### src/rtl/elevator_sequencer_pkg.sv
// elevator_sequencer_pkg: shared state/direction encodings and sizing for the elevator sequencer.
package elevator_sequencer_pkg;
  localparam int NFLOOR = 4;
  localparam int FW = 2;
  localparam int HOME_FLOOR = 0;
  localparam int IDLE_TIMEOUT = 40;
  typedef enum logic [1:0] {IDLE = 2'd0, RUN = 2'd1, ARRIVE = 2'd2, OPEN = 2'd3} state_e;
  // one-hot so dir_up/dir_dn come straight off the register bits
  typedef enum logic [1:0] {DIR_NONE = 2'b00, DIR_UP = 2'b01, DIR_DN = 2'b10} dir_e;
  function automatic logic [NFLOOR-1:0] floor_bit(input logic [FW-1:0] f);
    return NFLOOR'(1) << f;
  endfunction
endpackage

### src/rtl/elevator_sequencer_call_latch.sv
// elevator_sequencer_call_latch: pending-call register with set/clear/absorb and here/above/below flags.
module elevator_sequencer_call_latch
  import elevator_sequencer_pkg::*;
(
  input  logic              clk,
  input  logic              rst_n,
  input  logic [NFLOOR-1:0] call_i,
  input  logic [NFLOOR-1:0] set_i,
  input  logic [FW-1:0]     floor_i,
  input  logic              clr_i,
  input  logic              absorb_i,
  output logic [NFLOOR-1:0] pending_o,
  output logic              here_o,
  output logic              above_o,
  output logic              below_o
);
  logic [NFLOOR-1:0] pend_q, pend_d, here_m;
  assign here_m = floor_bit(floor_i);
  // new calls win over clears, except at the floor whose door is opening or open
  assign pend_d = (pend_q & ~(clr_i ? here_m : '0))
                | ((call_i | set_i) & ~((clr_i | absorb_i) ? here_m : '0));
  always_ff @(posedge clk or negedge rst_n) begin
    if (!rst_n) pend_q <= '0;
    else pend_q <= pend_d;
  end
  always_comb begin
    above_o = 1'b0;
    below_o = 1'b0;
    for (int i = 0; i < NFLOOR; i++) begin
      above_o = above_o | (pend_q[i] & (i > int'(floor_i)));
      below_o = below_o | (pend_q[i] & (i < int'(floor_i)));
    end
  end
  assign here_o = |(pend_q & here_m);
  assign pending_o = pend_q;
endmodule

### src/rtl/elevator_sequencer.sv
// elevator_sequencer: SCAN motion/door sequencer driving the run and door timers.
// Optional HOME_RETURN_EN: auto-call HOME_FLOOR after IDLE_TIMEOUT idle cycles away from it.
module elevator_sequencer
  import elevator_sequencer_pkg::*;
(
  input  logic              CP,
  input  logic              nCR,
  input  logic [NFLOOR-1:0] call_req,
  input  logic              endRun,
  input  logic              endOpen,
  output logic              StRun,
  output logic              StOpen,
  output logic [FW-1:0]     floor,
  output logic              dir_up,
  output logic              dir_dn,
  output logic [NFLOOR-1:0] pending
);
  state_e state_q;
  dir_e dir_q, fwd, rev;
  logic [FW-1:0] floor_q;
  logic run_q, open_q, here, above, below, ahead, behind, open_go;
  logic [NFLOOR-1:0] home_set;
  elevator_sequencer_call_latch u_latch (
    .clk(CP), .rst_n(nCR), .call_i(call_req), .set_i(home_set), .floor_i(floor_q),
    .clr_i(open_go), .absorb_i(state_q == OPEN), .pending_o(pending),
    .here_o(here), .above_o(above), .below_o(below)
  );
  // with no committed direction, "ahead" means up so an above/below tie goes up
  assign ahead = (dir_q == DIR_DN) ? below : above;
  assign behind = (dir_q == DIR_DN) ? above : below;
  assign fwd = (dir_q == DIR_DN) ? DIR_DN : DIR_UP;
  assign rev = (dir_q == DIR_DN) ? DIR_UP : DIR_DN;
  assign open_go = (state_q == IDLE || state_q == ARRIVE) && here;
  always_ff @(posedge CP or negedge nCR) begin
    if (!nCR) begin
      state_q <= IDLE;
      dir_q <= DIR_NONE;
      floor_q <= '0;
      run_q <= 1'b0;
      open_q <= 1'b0;
    end else begin
      case (state_q)
        IDLE, ARRIVE: begin
          if (here) begin
            state_q <= OPEN;
            open_q <= 1'b1;
          end else if (ahead) begin
            state_q <= RUN;
            run_q <= 1'b1;
            dir_q <= fwd;
          end else if (behind) begin
            state_q <= RUN;
            run_q <= 1'b1;
            dir_q <= rev;
          end else begin
            state_q <= IDLE;
            dir_q <= DIR_NONE;
          end
        end
        RUN: if (endRun) begin
          floor_q <= (dir_q == DIR_UP) ? floor_q + 1'b1 : floor_q - 1'b1;
          run_q <= 1'b0;
          state_q <= ARRIVE;
        end
        OPEN: if (endOpen) begin
          open_q <= 1'b0;
          state_q <= ARRIVE;
        end
      endcase
    end
  end
`ifdef HOME_RETURN_EN
  logic [7:0] idle_cnt_q;
  logic idle_run, home_hit;
  assign idle_run = state_q == IDLE && pending == '0 && floor_q != FW'(HOME_FLOOR);
  assign home_hit = idle_run && idle_cnt_q == 8'(IDLE_TIMEOUT - 1);
  assign home_set = home_hit ? floor_bit(FW'(HOME_FLOOR)) : '0;
  always_ff @(posedge CP or negedge nCR) begin
    if (!nCR) idle_cnt_q <= '0;
    else idle_cnt_q <= (idle_run && !home_hit) ? idle_cnt_q + 8'd1 : 8'd0;
  end
`else
  assign home_set = '0;
`endif
  assign StRun = run_q;
  assign StOpen = open_q;
  assign floor = floor_q;
  assign dir_up = dir_q[0];
  assign dir_dn = dir_q[1];
endmodule

### config.mk
export PLATFORM = sky130hd
export DESIGN_NAME = elevator_sequencer
export DESIGN_NICKNAME = d
export VERILOG_FILES = /design/src/rtl/elevator_sequencer_pkg.sv /design/src/rtl/elevator_sequencer_call_latch.sv /design/src/rtl/elevator_sequencer.sv
export SDC_FILE = /design/constraint.sdc
export NUM_CORES = 1
export LEC_CHECK = 0
export CORE_AREA = 8 8 45 47
export DETAILED_ROUTE_END_ITERATION = 7
export DIE_AREA = 0 0 53 55
export DONT_BUFFER_PORTS = 1
export PLACE_DENSITY = 0.67
export SYNTH_ARGS = -nofsm -noshare
export SYNTH_HDL_FRONTEND = slang
export SYNTH_SLANG_ARGS = --single-unit
export TNS_END_PERCENT = 20
### constraint.sdc
create_clock -name CP -period 4.6 [get_ports CP]
set_input_delay 0.92 -clock CP [delete_from_list [all_inputs] [get_ports CP]]
set_output_delay 0.92 -clock CP [all_outputs]
set_load 0.05 [all_outputs]
==> After elaboration in Yosys (flattened, before gate mapping) <==
Cells that the tools add are included.
{ "totals": {"ramBits": 0, "register_bits": 12, "romBits": 0, "out_inout_bits": 10, "word_cells": 78, "n_memories": 0, "latch_bits": 0} }
{ "classes": {"shifts": 1, "n_div": 0, "addsub": 2, "n_mul": 0, "order_cmp": 6, "reduce_logical": 12, "eq_ne": 10, "mux": 23, "n_bitwise": 18} }
{ "op_table": {"columns": ["op", "count"], "rows": [
  ["two-way mux 2 bit", 8],
  ["AND 4 bit", 3],
  ["two-way mux 1 bit", 10],
  ["two-way mux 4 bit", 2],
  ["!= test 2 bit, second input constant", 4],
  ["inverter 4 bit", 2],
  ["AND 1 bit", 6],
  ["equality test 2 bit, second input constant", 3],
  ["one-hot mux 2 bit (3 select lines)", 1],
  ["AND reduction 2 bit", 3],
  ["bitwise OR 1 bit", 5],
  ["equality test 2 x 1 -> 1 bit, second input constant", 2],
  ["> comparator 2 bit, first input constant", 2],
  ["< comparator 1 x 2 -> 1 bit, first input constant", 2],
  ["bitwise OR 4 bit", 1],
  ["one-hot mux 1 bit (2 select lines)", 2],
  ["AND reduction 4 bit", 1],
  ["nonzero test 2 bit", 2],
  ["OR reduction 4 bit", 1],
  ["<< shifter 1 x 2 -> 4 bit, first input constant", 1],
  ["!= test 3 bit, second input constant", 1],
  ["AND reduction 3 bit", 1],
  ["adder 2 x 1 -> 2 bit, second input constant", 1],
  ["> comparator 1 x 2 -> 1 bit, first input constant", 1],
  ["7 further kinds", 7]
]} }

==> Depth between registers and ports, before layout <==
Gate-level depths: netlist of the first run.
{ "depth": {"ltp_word": 9, "mapped_depth": 6} }

==> Modules after synthesis <==
From an unflattened synthesis of the first run, not the netlist that was laid out.
{ "hier_totals": {"hier_cells": 67, "hier_area_um2": 665.6} }
{ "modules_own_cells": {"columns": ["module", "cells_per_inst", "n_inst", "area_per_inst_um2"], "rows": [
  ["elevator_sequencer", 37, 1, 404.1],
  ["elevator_sequencer_call_latch", 30, 1, 261.5]
]} }

==> Worst setup path before layout of the first run <==
No wires, ideal clock.
{ "synth_timing": {"path_kind": "register to register", "from": "reg floor_q[0] (netlist: floor[0])", "to": "reg dir_q[1]", "path_slack_ps": 2602, "setup_ps": 121, "period_less_slack_ps": 1998, "t_arrival_ps": 1877, "path_stages_with_launch": 7, "path_cell_list": "dfrtp_1 -> inv_1 -> ha_1 -> a22oi_1 -> nand2_2 -> a211o_1 -> a22o_1"} }
{ "synth_via": {"elab_chain_len": 7} }
{ "synth_lines": {"columns": ["element", "line", "text"], "rows": [
  ["start, declared", "elevator_sequencer.sv:20", "logic [FW-1:0] floor_q;"],
  ["start signal, assigned", "elevator_sequencer.sv:61", "floor_q <= (dir_q == DIR_UP) ? floor_q + 1'b1 : floor_q - 1'b1;"],
  ["< comparator 1 x 2 -> 1 bit (tied with other cells)", "elevator_sequencer_call_latch.sv:31", "below_o = below_o | (pend_q[i] & (i < int'(floor_i)));"],
  ["AND 1 bit, on equally long branches", "elevator_sequencer_call_latch.sv:31, elevator_sequencer_call_latch.sv:30", null],
  ["bitwise OR 1 bit, on equally long branches (2 in series)", "elevator_sequencer_call_latch.sv:31, elevator_sequencer_call_latch.sv:30", null],
  ["two-way mux 1 bit", "elevator_sequencer.sv:30", "assign behind = (dir_q == DIR_DN) ? above : below;"],
  ["two-way mux 2 bit", "elevator_sequencer.sv:51", "end else if (behind) begin"],
  ["two-way mux 2 bit", "elevator_sequencer.sv:47", "end else if (ahead) begin"],
  ["end signal, assigned", "elevator_sequencer.sv:50", "dir_q <= fwd;"],
  ["end signal, assigned", "elevator_sequencer.sv:54", "dir_q <= rev;"],
  ["end, declared", "elevator_sequencer.sv:19", "dir_e dir_q, fwd, rev;"]
]} }
Parallel ways exist; a longest one is shown, timed or not.
A chain may end at the register's enable or synchronous reset.

==> Worst setup path in the final report of the first run <==
Same ends and word-level chain as after synthesis.

==> impl_metrics.ini, run 1 <==
[logic_synthesis]
avgSynthCellArea_sq_um = 9.28
yosysTopAreaCell = dfrtp_1
synth_warnings = 0
ys_ff_latch = 12
synth_edf_count = 0
synth_async_sr_flop_share_pct = 100
synth_cell_types = 25
ys.flop_type = dfrtp_1
syn-num-nets = 88
synth_area_leaders = dfrtp_1 (44%), ha_1 (11%), nand2_1 (5.5%)
synthCells = 74
netlist_area_sq_um = 687
netlist.area_leader.share_pct = 43.7
synth_seq_area_share_pct = 43.7

[cells_and_area]
nets = 92
diodes = 0
drive_above_1_share_pct = 9.21
design_area_sq_um = 726
syn_to_final_growth_pct = 5.65

[route]
post-route-drc-count = 0
drt_iter0_drc = 6
vias = 533
wire_per_inst_um = 16.9
drt-vias-per-instance = 5.79
wl_um = 1560
antenna_left = 0
firstDrtPassIters = 4

[worst_setup_path]
critPathTopFamily = flip-flops
critical_path_required_ps = 4770
crit_buf_inv = 1
startpoint_type = register
cpMaxStageDelayCell = dfrtp_1
arrival_ps = 2380
crit_chain = inv_1, ha_1, a22oi_1, nand2_2, a211o_1, a22o_1
cp-end-kind = register
path_max_fanout = 6
crit_type = register to register
max_stage_delay_ps = 750

[sta]
drv_slew = 0
fmax_mhz = 452
worst_pin_slew_ps = 645
hold_viol_final = 0
slew_headroom_pct = 57.0
setup_viol = 0
min_period_ps = 2210
timing.final.crit_share_pct = 48.0
rsz0062_at_grt = false
finalSetupTns_ps = 0
finClkSkew_ps = 2.91

[die]
rows = 14
die_area_sq_um = 2920
pin_count = 18
start_util_pct = 49.6
core_sq_um = 1380
die_h_um = 55
die_width_um = 53

[clock_network]
postCtsResizedCells = 0
htree_levels = 1
clk_path_buf_depth = 2
post-cts-setup-buffers = 0
cts.hold.buffers_added = 0
cts_tree = yes
cts_root_buffer = clkbuf_4
clk-insertion-delay-late_ps = 280
clkSinkCount = 12
cts_buffers = 3
path_clk_slew_ps = 80

[global_routing]
grt_pass1_wl_um = 2550
track_usage_pct = 12.1
antenna_found_initial = 0
grt_max_degree = 15
grt_pass1_vias = 544
grt-ovfl-total = 0

[job]
cap_violations = 0

[placement]
port_buffers = 0
gp_congestion = 0.723
hpwl_um = 1210
place_area_sq_um = 703

[worst_hold_path]
hold_class = primary input to asynchronous set/reset pin

[outcome]
status = completed
[synthesized netlist by cell type (all sizes together) (2+ instances only)]
master and n:
dfrtp 12, nand2 11, inv 7, ha 6, a21oi 5, a31oi 5
nand3 5, nor2 4, a22oi 3, o21ai 2, xnor2 2
[kinds of logic (layout without fill, tap and decap cells)]
logic type                 Yosys count  after routing  synth area share, %
xor gates and xnor gates             2              2                 2.55
adders and majority gates            6              6                 10.9
AOI/OAI and AO/OA                   22             22                 22.6
DFF                                 12             12                 43.7
and+or+nand+nor                     24             24                 15.8
buffers and inverters                8             10                 4.37
[area by class of cell]
class	count	area (sq um)
multi-input combinational	54	357
sequential	12	300
tap	16	20.0
clock buffer	3	22.5
inverter	7	26.3
fill	134	658
[sequential cells by signal, indices dropped and copies added (netlist names)]
register / cells
u_latch.pending_o: 4
dir_q: 2
floor: 2
state_q: 2
StOpen: 1
StRun: 1
[routing by layer]
layer	vias to the layer above	GRT usage, %	wire, um
li1	266	-	-
met1	250	14.1	664
met2	13	18.0	750
met3	4	4.28	115
met4	0	9.05	26
met5	-	0	0
[through the flow]
stage / setup slack [ps] / hold WS, ps / instances / utilization (%)
3_3_place_gp: 2440 / 625 / 89 / 50.8
4_1_cts: 2360 / 328 / 92 / 52.4
5_1_grt: 2250 / 315 / 92 / 52.4
3_5_place_dp: 2360 / 625 / 89 / 50.8
2_1_floorplan: 2600 / 594 / 74 / -
6_report: 2390 / 327 / 92 / 52.4
[placed cells by master, fill, tap and decap left out]
cell	count
clkbuf_4	3
nand2b_1	1
a22oi_1	2
nand2_2	1
o31ai_1	1
nand3_1	5
a221o_1	1
nor2b_1	1
and2_2	1
o21ai_0	2
ha_1	6
dfrtp_1	12
a211o_1	1
a22o_1	1
nor3_1	1
nand2_1	10
a211oi_1	1
a21oi_1	5
o221ai_1	1
a31oi_1	5
xnor2_1	2
inv_1	7
o21ba_2	1
nor2_1	4
a22oi_2	1
[path summary, 6_finish.rpt]
check | start | to | slack (ps) | cells past startpoint
max | floor[0]$_DFFE_PN0P_ | dir_q[1]$_DFFE_PN0P_ | 2390 | 6
min | nCR | u_latch.pending_o[0]$_DFF_PN0_ | 330 | 0
max reg2reg | floor[0]$_DFFE_PN0P_ | dir_q[1]$_DFFE_PN0P_ | 2390 | 6
min reg2reg | state_q[1]$_DFFE_PN0P_ | state_q[1]$_DFFE_PN0P_ | 660 | 2
max in group asynchronous | nCR | dir_q[0]$_DFFE_PN0P_ | 4200 | 0
min in group CP | state_q[1]$_DFFE_PN0P_ | state_q[1]$_DFFE_PN0P_ | 660 | 2
[worst reg2reg max path: stages, from the launching register on]
cell     delay, ps
dfrtp_1        750
inv_1          190
ha_1           290
a22oi_1        270
nand2_2        140
a211o_1        280
a22o_1         170
Power of run 1 is left out: the tool's default activity adds up to more than one toggle a clock period on the data nets, which glitch-free logic cannot reach.
==> inputs of run 2 (changes only) <==
CORE_AREA = unset   (was 8 8 45 47)
CORE_MARGIN = 8   (was unset)
CORE_UTILIZATION = 53   (was unset)
DIE_AREA = unset   (was 0 0 53 55)
PLACE_DENSITY = 0.71   (was 0.67)
clock period = 1.8 ns   (was 4.6 ns; I/O delays follow)
==> run 2 against run 1 <==
Effect of this change:
- worst hold slack worse by 77 ps
- via count is 5.6% higher
- worst setup slack got worse by 2300 ps
- clock-buffer cell count up 1
- die area is 7.2% lower
- register-to-register slack worse by 2300 ps
- final cell count up 8.7%
- critical path type unchanged
- highest routed layer is now met3
==> impl_metrics.ini, run 2 (synthesis results as in run 1) <==
[sta]
slew_headroom_pct = 63.7
fmax_mhz = 589
whs_ps = 250
worst_pin_slew_ps = 543
finalSetupTns_ps = 0
drv_slew = 0
min_period_ps = 1700
timing.final.crit_share_pct = 94.3
finClkSkew_ps = 4.34
hold_viol_final = 0
layout_setup_ws_ps = 102
setup_viol = 0
rsz0062_at_grt = false

[clock_network]
htree_levels = 1
cts_tree = yes
cts_buffers = 3
path_clk_slew_ps = 80
clk-insertion-delay-late_ps = 260
cts_root_buffer = clkbuf_4
clkSinkCount = 12
post-cts-setup-buffers = 0
clk_path_buf_depth = 2

[placement]
port_buffers = 0
hpwl_um = 1180
place_area_sq_um = 762
gp_congestion = 0.806
dp_slack_ps = 136

[global_routing]
grt-ovfl-total = 0
antenna_found_initial = 0
grt_pass1_vias = 590
grt_max_degree = 15
grt_pass1_wl_um = 2530
track_usage_pct = 11.8

[cells_and_area]
diodes = 0
syn_to_final_growth_pct = 17.7
design_area_sq_um = 808
largest_register_ffs = 4
nets = 100
drive_above_1_share_pct = 21.2
layout_common_cells = dfrtp_1 (10), nand2_1 (10), inv_1 (7), buf_4 (7), ha_1 (6)

[die]
die_h_um = 52
core_sq_um = 1250
pin_count = 18
start_util_pct = 54.8
rows = 13
die_area_sq_um = 2700
die_width_um = 52

[route]
wire_per_inst_um = 14.9
wl_um = 1490
firstDrtPassIters = 3
antenna_left = 0
drt_iter0_drc = 4
drt-vias-per-instance = 5.63
vias = 563
post-route-drc-count = 0

[worst_setup_path]
startpoint_type = register
critical_path_required_ps = 1960
arrival_ps = 1860
cp-end-kind = register
crit_type = register to register
path_max_fanout = 6

[outcome]
status = completed

[job]
cap_violations = 0

[worst_hold_path]
hold_class = primary input to register
[run 2: worst paths after layout]
check | start | to | slack, ps | cells past startpoint
worst min register to register | dir_q[0]$_DFFE_PN0P_ | dir_q[0]$_DFFE_PN0P_ | 530 | 1
worst min-delay path | call_req[2] | u_latch.pending_o[2]$_DFF_PN0_ | 250 | 2
min in group asynchronous | nCR | u_latch.pending_o[0]$_DFF_PN0_ | 510 | 1
worst max-delay path | floor[0]$_DFFE_PN0P_ | dir_q[0]$_DFFE_PN0P_ | 100 | 6
worst max register to register | floor[0]$_DFFE_PN0P_ | dir_q[0]$_DFFE_PN0P_ | 100 | 6
max in group asynchronous | nCR | floor[0]$_DFFE_PN0P_ | 900 | 1
[run 2: per-layer routing]
layer / part of all wire (%) / track usage [%]
met4: 0 / 1.33
met1: 44 / 13.6
met5: 0 / 0
met3: 6.2 / 4.84
met2: 49 / 20.4
[run 2: repair_timing]
action                     4_1_cts  5_1_grt
hold buffers                     1        0
gates resized for setup          0        0
hold endpoints to repair        12        0
setup endpoints to repair        0        0
[run 2: critical path, stage by stage (launching register included)]
cell and delay [ps]:
dfrtp_2 460, inv_1 130, ha_1 250, nor2_1 70, a221o_1 320, nor3_1 190, o21ba_2 190
[run 2: final cells by class]
type | count | area (sq um)
fillers | 109 | 444
multi-input cells | 54 | 362
flip-flops and latches | 12 | 303
repair buffers | 8 | 62.6
clock buffers | 4 | 36.3
inverters | 7 | 26.3
well taps | 15 | 18.8
[run 2: stage by stage]
step                      instances  util [%]
after global routing            100      64.5
after global placement           95      60.8
after floorplan                  74         -
after detailed placement         95      60.8
after CTS                       100      64.5
final                           100      64.5
Power of run 2 is left out for the same reason.
==> inputs of run 3 (changes only) <==
CORE_AREA = 2 2 39 41   (was unset)
CORE_MARGIN = unset   (was 8)
CORE_UTILIZATION = unset   (was 53)
DIE_AREA = 0 0 41 43   (was unset)
PLACE_DENSITY = 0.67   (was 0.71)
clock period = 2 ns   (was 1.8 ns; I/O delays follow)
==> run 3 against run 2 <==
Effect of this change:
- non-clock buffer count shrank 1
- final cell count shrank 1.0%
- sequential cell count is the same
- via count shrank 0.18%
- clock skew shrank 2.9 ps
- utilization shrank 8.1 points
- fmax shrank 5.8%
- sequential share of layout area grew 1.0 points
- worst setup slack gained 95 ps
- highest routed layer is now met4
- largest cell class unchanged
==> impl_metrics.ini, run 3 (synthesis results as in run 1) <==
[clock_network]
post-cts-setup-buffers = 0
clkSinkCount = 12
cts_buffers = 3
clk-insertion-delay-late_ps = 260
path_clk_slew_ps = 70
clk_path_buf_depth = 2
postCtsResizedCells = 0
cts_tree = yes
cts_root_buffer = clkbuf_4
cts.hold.buffers_added = 1
htree_levels = 1

[job]
cap_violations = 0

[global_routing]
grt_pass1_vias = 555
track_usage_pct = 20.2
antenna_found_initial = 0
grt_max_degree = 15
grt-ovfl-total = 0
grt_pass1_wl_um = 2380

[worst_setup_path]
max_stage_delay_ps = 470
cp-end-kind = register
cpMaxStageDelayCell = dfrtp_1
critical_path_required_ps = 2160
r2r-end = dir_q[1]$_DFFE_PN0P_
r2r_cells = 6
path_max_fanout = 6
startpoint_type = register
timing.rr.start = floor[0]$_DFFE_PN0P_
setup.worst_path.start = floor[0]$_DFFE_PN0P_
r2r_slack_ps = 200
crit_chain = inv_1, ha_1, a22oi_1, nand2_2, a211o_1, a22o_1
arrival_ps = 1960
crit_type = register to register

[cells_and_area]
largest_register_ffs = 4
syn_to_final_growth_pct = 13.7
nets = 99
layout_common_cells = dfrtp_1 (12), nand2_1 (10), inv_1 (7), ha_1 (6), buf_4 (6)
final_common_cell = dfrtp_1
drive_above_1_share_pct = 15.7
diodes = 0
num-fill-cells = 131
fin_util_pct = 56.4

[die]
rows = 14
die_width_um = 41
die_h_um = 43
core_sq_um = 1380
die_area_sq_um = 1760
pin_count = 18
start_util_pct = 49.6

[sta]
slew_headroom_pct = 63.2
finalSetupTns_ps = 0
drv_slew = 0
worst_pin_slew_ps = 550
finClkSkew_ps = 1.45
setup_viol = 0
min_period_ps = 1800
hold_viol_final = 0
timing.final.crit_share_pct = 90.2
whs_ps = 293
fmax_mhz = 555
rsz0062_at_grt = false

[route]
wire_per_inst_um = 14.2
firstDrtPassIters = 4
wl_um = 1410
drt_iter0_drc = 17
post-route-drc-count = 0
antenna_left = 0
vias = 562
drt-vias-per-instance = 5.68

[outcome]
status = completed

[placement]
port_buffers = 0
hpwl_um = 1140
gp_congestion = 0.750

[worst_hold_path]
hold_class = primary input to register
hold_start = call_req[1]
min_delay_path_depth = 2
worstHoldEndpoint = u_latch.pending_o[1]$_DFF_PN0_
[run 3: final cells by class]
type | count | area, sq um | share of cell area [%]
repair buffers | 7 | 55.1 | 7.05
clock buffers | 3 | 22.5 | 2.88
inverters | 7 | 26.3 | 3.37
flip-flops and latches | 12 | 300 | 38.5
well taps | 16 | 20.0 | 2.56
multi-input cells | 54 | 357 | 45.7
[run 3: per-layer routing]
metal  vias up  track usage, %  wire, um
met5         -               0         0
met4         0            8.00        19
met3         4            4.71        82
met2        15            30.6       725
met1       264            26.8       580
li1        279               -         -
[run 3: worst max-delay path: cells and delay by family, from the launching register on]
kind | cells | cell delay, ps
compound gates | 3 | 700
fa+ha+maj | 1 | 260
buf+inv | 1 | 120
flops | 1 | 470
simple gates | 1 | 140
[run 3: stage by stage]
step	setup WS [ps]	cells	cell area, sq um
2_1_floorplan	1.60	74	687
5_1_grt	38.5	99	781
3_5_place_dp	211	95	748
3_3_place_gp	304	95	748
4_1_cts	190	99	781
6_report	197	99	781
[run 3: how the worst max path moves through the flow]
| stage | endpoint | slack [ps] |
|---|---|---|
| after global placement | dir_q[1]$_DFFE_PN0P_ | 300 |
| after floorplan | dir_q[1]$_DFFE_PN0P_ | 2 |
| final | dir_q[1]$_DFFE_PN0P_ | 200 |
| after detailed placement | dir_q[1]$_DFFE_PN0P_ | 210 |
| after global routing | dir_q[0]$_DFFE_PN0P_ | 40 |
| after CTS | dir_q[1]$_DFFE_PN0P_ | 190 |
Power of run 3 is left out for the same reason.
